<file path="config.mk">
export PLATFORM = sky130hd
export DESIGN_NAME = tof_i2c_arbiter
export DESIGN_NICKNAME = d
export VERILOG_FILES = /design/src/rtl/tof_i2c_arbiter.sv
export SDC_FILE = /design/constraint.sdc
export NUM_CORES = 1
export LEC_CHECK = 0
export BUFFER_PORTS_ARGS = -buffer_cell sky130_fd_sc_hd__buf_2
export CORE_MARGIN = 4
export CORE_UTILIZATION = 42
export CTS_BUF_LIST = sky130_fd_sc_hd__clkbuf_8
export CTS_CLUSTER_DIAMETER = 80
export CTS_CLUSTER_SIZE = 14
export DETAILED_ROUTE_END_ITERATION = 16
export PLACE_DENSITY = 0.83
export SYNTH_ARGS = -nofsm -noshare
export SYNTH_HDL_FRONTEND = slang
export SYNTH_SLANG_ARGS = --single-unit
</file>
<file path="constraint.sdc">
create_clock -name clk -period 2.5 [get_ports clk]
set_input_delay 0.25 -clock clk [delete_from_list [all_inputs] [get_ports clk]]
set_output_delay 0.25 -clock clk [all_outputs]
set_load 0.05 [all_outputs]
</file>
<file path="src/rtl/tof_i2c_arbiter.sv">
// Round-robin arbiter sharing one I2C master among N_REQ ToF sensor FSMs.
// Bursts keep the grant, and a watchdog reclaims a stalled grant and flags the owner.
module tof_i2c_arbiter #(
  parameter int N_REQ       = 4,
  parameter int IDX_W       = 2,
  parameter int TIMEOUT_CYC = 20000
) (
  input  logic                  clk,
  input  logic                  reset,
  input  logic [N_REQ-1:0]      req_start,
  input  logic [N_REQ-1:0]      req_is_read,
  input  logic [N_REQ-1:0]      req_nb_of_bytes,
  input  logic [N_REQ*16-1:0]   req_register_address,
  input  logic [N_REQ*8-1:0]    req_i2c_data,
  output logic [N_REQ-1:0]      req_ready,
  output logic [7:0]            req_data_in,
  output logic [N_REQ-1:0]      req_error,
  output logic                  m_start,
  output logic                  m_is_read,
  output logic                  m_nb_of_bytes,
  output logic [15:0]           m_register_address,
  output logic [7:0]            m_i2c_data,
  input  logic                  m_ready,
  input  logic [7:0]            m_data_in,
  output logic                  grant_valid,
  output logic [IDX_W-1:0]      grant_idx
);

  localparam int WD_W = (TIMEOUT_CYC > 1) ? $clog2(TIMEOUT_CYC) : 1;
  localparam logic [WD_W-1:0] WD_MAX = WD_W'(TIMEOUT_CYC - 1);

  typedef enum logic [1:0] {IDLE, BUSY, RELEASE} state_t;

  state_t           state, state_nxt;
  logic [IDX_W-1:0] rr_ptr, pick, scan_idx;
  logic             pick_vld;
  logic [WD_W-1:0]  wdog;
  logic             g_start, g_nb, timeout, release_ok;

  assign g_start     = req_start[grant_idx];
  assign g_nb        = req_nb_of_bytes[grant_idx];
  assign timeout     = (state == BUSY) && !m_ready && (wdog == WD_MAX);
  assign release_ok  = m_ready && !g_start && !g_nb;
  assign req_data_in = m_data_in;

  // Scan starts just past the last owner, so it ends up with lowest priority.
  always_comb begin
    pick_vld = 1'b0;
    pick     = '0;
    scan_idx = rr_ptr;
    for (int k = 0; k < N_REQ; k++) begin
      scan_idx = (scan_idx == IDX_W'(N_REQ - 1)) ? '0 : scan_idx + 1'b1;
      if (!pick_vld && req_start[scan_idx]) begin
        pick_vld = 1'b1;
        pick     = scan_idx;
      end
    end
  end

  always_ff @(posedge clk or negedge reset) begin
    if (!reset) state <= IDLE;
    else        state <= state_nxt;
  end

  always_comb begin
    state_nxt = state;
    case (state)
      IDLE:    if (pick_vld) state_nxt = BUSY;
      BUSY:    if (timeout || release_ok) state_nxt = RELEASE;
      RELEASE: if (!m_ready) state_nxt = IDLE;
      default: state_nxt = IDLE;
    endcase
  end

  always_ff @(posedge clk or negedge reset) begin
    if (!reset) begin
      grant_idx   <= '0;
      grant_valid <= 1'b0;
      rr_ptr      <= IDX_W'(N_REQ - 1);
      wdog        <= '0;
      req_error   <= '0;
    end else begin
      req_error <= '0;
      if (state == IDLE && pick_vld) begin
        grant_idx   <= pick;
        grant_valid <= 1'b1;
      end
      if (state == RELEASE && !m_ready) begin
        rr_ptr      <= grant_idx;
        grant_valid <= 1'b0;
      end
      if (timeout) req_error[grant_idx] <= 1'b1;
      // Saturates at the firing threshold; only stalled BUSY cycles count.
      if (state != BUSY || m_ready) wdog <= '0;
      else if (wdog != WD_MAX)      wdog <= wdog + 1'b1;
    end
  end

  always_comb begin
    m_start            = 1'b0;
    m_is_read          = 1'b0;
    m_nb_of_bytes      = 1'b0;
    m_register_address = '0;
    m_i2c_data         = '0;
    req_ready          = '0;
    if (state == BUSY) begin
      m_start            = g_start;
      m_is_read          = req_is_read[grant_idx];
      m_nb_of_bytes      = g_nb;
      m_register_address = req_register_address[{grant_idx, 4'h0} +: 16];
      m_i2c_data         = req_i2c_data[{grant_idx, 3'h0} +: 8];
    end
    if (state == BUSY || state == RELEASE) req_ready[grant_idx] = m_ready;
  end

endmodule

</file>
Word level (Yosys, flattened, before mapping)
Index checks and enable logic that the tools add are counted.
Storage, ports and cells
  input bits: 119
  output and inout port bits: 46
  word-level logic and storage cells: 98
  memory bits (writable): 0
  bits in read-only memories: 0
  register bits: 26
  memories kept: 0
  latch bits: 0
Operators by class
  $mul: 0
  reduce and logical (&&, ||, !) cells: 23
  add/sub/neg operators: 5
  shifts and indexed selects: 2
  divide/modulo/power cells: 0
  magnitude comparators: 6
  equality and inequality tests: 12
  bitwise logic cells: 1
  multiplexer cells: 43
Operators with widths (number)
  $shiftx 64x7->16: 1
  $shiftx 32x6->8: 1
  $mux 15: 2
  $mux 2: 11
  $mux 1: 17
  $mux 16: 1
  $add 15x1->15 const B: 1
  $eq 15x15->1 const B: 1
  $lt 2x3->1 const B: 5
  $ne 15x15->1 const B: 1
  $bmux 1 s2: 7
  $eq 2x2->1 const B: 5
  $logic_and 1x1->1: 10
  $add 2x1->2 const B: 4
  $mux 4: 2
  $mux 8: 1
  $logic_not 1->1: 6
  $ne 2x2->1 const B: 3
  $pmux 2 s3: 1
  $and 4x4->4: 1
  $reduce_bool 2->1: 2
  $logic_or 1x1->1: 3
  $reduce_and 3->1: 1
  $demux 1 s2: 1
  4 further kinds: 4

Depth between registers and ports, before layout
  word-level depth: 17
  mapped depth: 6
  depth with buffers taken out: 6

Least setup slack after synthesis
Ideal clock, no wire load.
  kind: register to output
  from: reg grant_idx[0]
  to: out req_ready[0]
  data arrival time: 2.123 ns
  slack: 0.127 ns
  path buffers: 2
  required time: 2.250 ns
  stages on the path, launching flop included: 4
  cell sequence: dfrtp_1 -> buf_6 -> clkbuf_1 -> nor3_1
Between the ends
  word-level cells in the longest chain between the ends: 6
  elaborated cells on any way between the ends: 7
  classes of those cells: 2 x order compare; 3 x mux; 1 x bitwise; 1 x reduce/logical
Ends and longest elaborated chain
  from (decl): line 26  | output logic [IDX_W-1:0] grant_idx
  from (signal assigned): line 85  | grant_idx <= pick;
  $lt 2x3->1 (implied by the code) or $ge 2x1->1 (tied branches): line 113  | if (state == BUSY || state == RELEASE) req_ready[grant_idx] = m_ready;
  $logic_and 1x1->1 (implied by the code): line 113
  $mux 1 (implied by the code): line 113
  $demux 1 s2 (*): line 113
  $and 4x4->4 (no source line) (*)
  $mux 4 (*): line 113
  to (decl): line 15  | output logic [N_REQ-1:0] req_ready,
Every way passes the cells marked *; elsewhere a longest branch is shown, timed or not.

Worst setup path in the final report
  from: reg grant_idx[0]
  to: out m_i2c_data[4]
Between the ends
  word-level cells in the longest chain between the ends: 2
Ends and longest elaborated chain
  $shiftx 32x6->8: line 111  | m_i2c_data = req_i2c_data[{grant_idx, 3'h0} +: 8];
  $mux 8: line 106  | if (state == BUSY) begin
  to (decl): line 22  | output logic [7:0] m_i2c_data,
Every way passes these cells.

==> metrics.txt <==
# TYPE chip_impl_metric gauge
chip_impl_info{name="status",value="completed"} 1
chip_impl_metric{name="worst_clock_skew",unit="ns"} 0.00882
chip_impl_info{name="worst_setup_path_start_kind",value="flip-flop"} 1
chip_impl_info{name="crit_slowest_cell",value="mux4_2"} 1
chip_impl_info{name="holdCritPathClass",value="input port to flip-flop"} 1
chip_impl_metric{name="sequential_to_total_area_share_from_yosys_stat",unit=""} 0.288
chip_impl_metric{name="grt_first_pass_wirelength",unit="um"} 11000
chip_impl_metric{name="worst_slew_pin_slew",unit="ns"} 0.595
chip_impl_metric{name="design.core.area",unit="um2"} 5170
chip_impl_metric{name="width_of_the_chip",unit="um"} 81.5
chip_impl_metric{name="postSynth.asyncResetShare",unit=""} 1.00
chip_impl_metric{name="via_count_of_the_first_global_routing_pass",unit=""} 2292
chip_impl_metric{name="worstSkewPairLatency",unit="ns"} 0.28
chip_impl_metric{name="grt_antenna_before_repair",unit=""} 0
chip_impl_metric{name="dp_cells",unit=""} 416
chip_impl_info{name="timing.setup.critical_path_class",value="flip-flop to output port"} 1
chip_impl_metric{name="post_synth_num_cell_types",unit=""} 42
chip_impl_metric{name="placement.setup.worst_slack",unit="ns"} 0.617
chip_impl_metric{name="share_seq_of_total_power",unit=""} 0.169
chip_impl_metric{name="timing.fmax",unit="GHz"} 0.459
chip_impl_metric{name="final_cell_area",unit="um2"} 3090
chip_impl_metric{name="cts.repair.resized",unit=""} 0
chip_impl_metric{name="critical_path_buf_inv_count",unit=""} 2
chip_impl_metric{name="fin_crit",unit="ns"} 2.18
chip_impl_metric{name="ctsLongestPathBuffers",unit=""} 2
chip_impl_metric{name="dpl.hpwl",unit="um"} 6380
chip_impl_metric{name="worst_path_required",unit="ns"} 2.25
chip_impl_info{name="worstSetupEndpointType",value="output port"} 1
chip_impl_info{name="setup_repair_after_global_routing_missed_its_margin",value="no"} 1
chip_impl_metric{name="dieArea",unit="um2"} 6630
chip_impl_metric{name="vdd.ir_drop.worst",unit="uV"} 1260
chip_impl_metric{name="synth-seq-cells",unit=""} 26
chip_impl_info{name="layout.cells.most_common",value="buf_2"} 1
chip_impl_metric{name="final_layout_size_suffix_gt1_frac",unit=""} 0.541
chip_impl_metric{name="final_routed_wirelength",unit="um"} 7540
chip_impl_metric{name="slew_headroom",unit=""} 0.603
chip_impl_metric{name="setup_tns",unit="ns"} 0
chip_impl_metric{name="clk_pin_slew",unit="ns"} 0.10
chip_impl_info{name="most-common-layout-cells",value="buf_2, and2_1, mux4_2"} 1
chip_impl_metric{name="grt_max_degree",unit=""} 28
chip_impl_metric{name="cts_num_sinks",unit=""} 26
chip_impl_metric{name="switchingPower",unit="W"} 0.00177
chip_impl_metric{name="hold_violations",unit=""} 0
chip_impl_metric{name="drcViolationCount",unit=""} 0
chip_impl_metric{name="critical_path.max_fanout",unit=""} 14
chip_impl_metric{name="final-setup-viol-count",unit=""} 0
chip_impl_metric{name="ant_nets",unit=""} 0
chip_impl_info{name="clock_tree_from_tritoncts",value="built"} 1
chip_impl_metric{name="via_per_inst",unit=""} 5.38
chip_impl_info{name="ys_dominant_reg_cell",value="dfrtp_1"} 1
chip_impl_metric{name="die_h",unit="um"} 81.5
chip_impl_metric{name="leakage",unit="nW"} 1.53
chip_impl_metric{name="routed-via-count",unit=""} 2266
chip_impl_metric{name="grt_remaining_overflow",unit=""} 0
chip_impl_metric{name="crit_path_max_incr_delay",unit="ns"} 0.54
chip_impl_metric{name="pwr-share-clk",unit=""} 0.105
chip_impl_metric{name="synthesis.area",unit="um2"} 2270
chip_impl_metric{name="cellPowerDensity",unit="nW/um2"} 1100
chip_impl_metric{name="power.share.switching",unit=""} 0.520
chip_impl_metric{name="floorplan.io_pins",unit=""} 165
chip_impl_metric{name="crit_arrival",unit="ns"} 1.93
chip_impl_metric{name="netlist_instances",unit=""} 217
chip_impl_metric{name="synthesis.area_per_instance",unit="um2"} 10.4
chip_impl_metric{name="diodes",unit=""} 0
chip_impl_metric{name="post_dp_cell_area",unit="um2"} 3010
chip_impl_metric{name="instances_no_fill",unit=""} 421
chip_impl_metric{name="routed_wire_length_per_instance",unit="um"} 17.9
chip_impl_metric{name="final.setup.worst_slack",unit="ns"} 0.322
chip_impl_metric{name="site_row_count",unit=""} 26
chip_impl_metric{name="slew_violations",unit=""} 0
chip_impl_metric{name="initial_core_util",unit=""} 0.438
chip_impl_metric{name="cts_max_level",unit=""} 1
chip_impl_metric{name="net_count_of_the_mapped_netlist",unit=""} 342
chip_impl_metric{name="portBuffers",unit=""} 148
chip_impl_metric{name="synth-edff-count",unit=""} 0
chip_impl_metric{name="globalplace.congestion",unit=""} 0.881
chip_impl_metric{name="areaGrowthSynthToFinish",unit="%"} 36.5
chip_impl_metric{name="intPower",unit="W"} 0.00163
chip_impl_metric{name="tritonroute_pass_1_iters",unit=""} 4
chip_impl_metric{name="numCtsBuffers",unit=""} 3
chip_impl_metric{name="syn_warnings",unit=""} 0
chip_impl_metric{name="timing.final.crit_share",unit=""} 0.871
chip_impl_metric{name="count_of_nets_after_finishing",unit=""} 477
chip_impl_info{name="worstPathCellList",value="buf_4 -> mux4_2 -> and2_1 -> buf_2"} 1
chip_impl_metric{name="worst_r2r_setup_slack",unit="ns"} 0.58
chip_impl_metric{name="drt_iter0_drc",unit=""} 115
chip_impl_info{name="ctsRootBufferMaster",value="clkbuf_8"} 1
chip_impl_metric{name="drv.max_cap_violation_count",unit=""} 0
chip_impl_info{name="critPathTopFamily",value="multiplexers"} 1
chip_impl_metric{name="combPwrFrac",unit=""} 0.726
chip_impl_metric{name="global_route.usage.total",unit=""} 0.222
[cells in the mapped netlist, types with 3 or more instances]
| library cell | count | area share |
|---|---|---|
| a21oi_1 | 7 | 0.015 |
| xor2_1 | 6 | 0.023 |
| or3_1 | 5 | 0.014 |
| and2_1 | 28 | 0.077 |
| and3_1 | 3 | 0.0083 |
| ha_1 | 6 | 0.033 |
| nand4_1 | 6 | 0.017 |
| dfrtp_1 | 24 | 0.27 |
| o21ai_0 | 9 | 0.020 |
| inv_1 | 5 | 0.0083 |
| buf_4 | 8 | 0.027 |
| mux4_2 | 27 | 0.27 |
| nand2_1 | 16 | 0.027 |
| nand2b_1 | 5 | 0.014 |
| clkbuf_1 | 11 | 0.018 |
| nor2_1 | 16 | 0.027 |
[worst min-delay path, stage by stage]
cell and delay [ns]:
buf_2 0.12, o211ai_1 0.11, nand2_1 0.06
[metrics by stage]
step,total power (W),hold WS [ns],util
after floorplan,0.00255,-0.0456,-
final,0.00340,0.292,0.598
after CTS,0.00341,0.287,0.598
after global placement,0.00301,0.277,0.582
after global routing,0.00360,0.326,0.598
after detailed placement,0.00306,0.288,0.582
[final cells by class]
cell class | count | area (um2)
Fill cell | 441 | 2080
Multi-Input combinational cell | 163 | 1470
Timing Repair Buffer | 153 | 793
Sequential cell | 26 | 654
Tap cell | 70 | 87.6
Clock buffer | 3 | 41.3
Clock inverter | 1 | 30.0
Inverter | 5 | 18.8
[power by group through the flow]
stage                     Sequential [W]  Combinational (W)  Clock [W]
final                           0.000575            0.00246   0.000356
after global routing            0.000591            0.00263   0.000375
after CTS                       0.000575            0.00248   0.000358
after detailed placement        0.000583            0.00248          0
after global placement          0.000576            0.00244          0
after floorplan                 0.000622            0.00193          0
[metal layers]
metal,part of all wire,global-route usage,wire length [um],vias to the layer above
met5,0,0,0,-
met4,0.029,0.0777,221,0
met3,0.073,0.0603,551,19
met2,0.51,0.362,3820,100
met1,0.39,0.283,2950,1088
li1,-,-,-,1059
[cell families after synthesis]
logic type / count (synthesis) / synth area share
AOI/OAI and AO/OA: 28 / 0.0768
xor gates and xnor gates: 7 / 0.0271
adders and majority gates: 6 / 0.0331
muxes: 31 / 0.289
and+or+nand+nor: 91 / 0.221
buffers and inverters: 28 / 0.0641
DFF: 26 / 0.288
[sequential cells by signal (all words and copies together), names as in the netlist]
| signal | cells |
|---|---|
| grant_idx | 2 |
| grant_valid | 1 |
| req_error | 4 |
| rr_ptr | 2 |
| state | 2 |
| wdog | 15 |
[timing repair]
action                                 CTS  global route
hold buffers                             1             0
buffers inserted                         0             0
endpoints found under the hold margin   24             0
[path summary, 6_finish.rpt]
kind                                           from                  endpoint  depth (start not counted)
max in group asynchronous                     reset  grant_idx[0]$_DFFE_PN0P_                          2
min in group asynchronous                     reset       wdog[0]$_DFFE_PN0P_                          2
setup / recovery           grant_idx[0]$_DFFE_PN0P_             m_i2c_data[4]                          4
hold reg to reg             grant_valid$_DFFE_PN0P_   grant_valid$_DFFE_PN0P_                          2
setup reg to reg                wdog[5]$_DFFE_PN0P_    req_error[0]$_DFF_PN0_                          4
hold / removal                         req_start[2]  grant_idx[1]$_DFFE_PN0P_                          3
(Power assumes the default switching activity.)
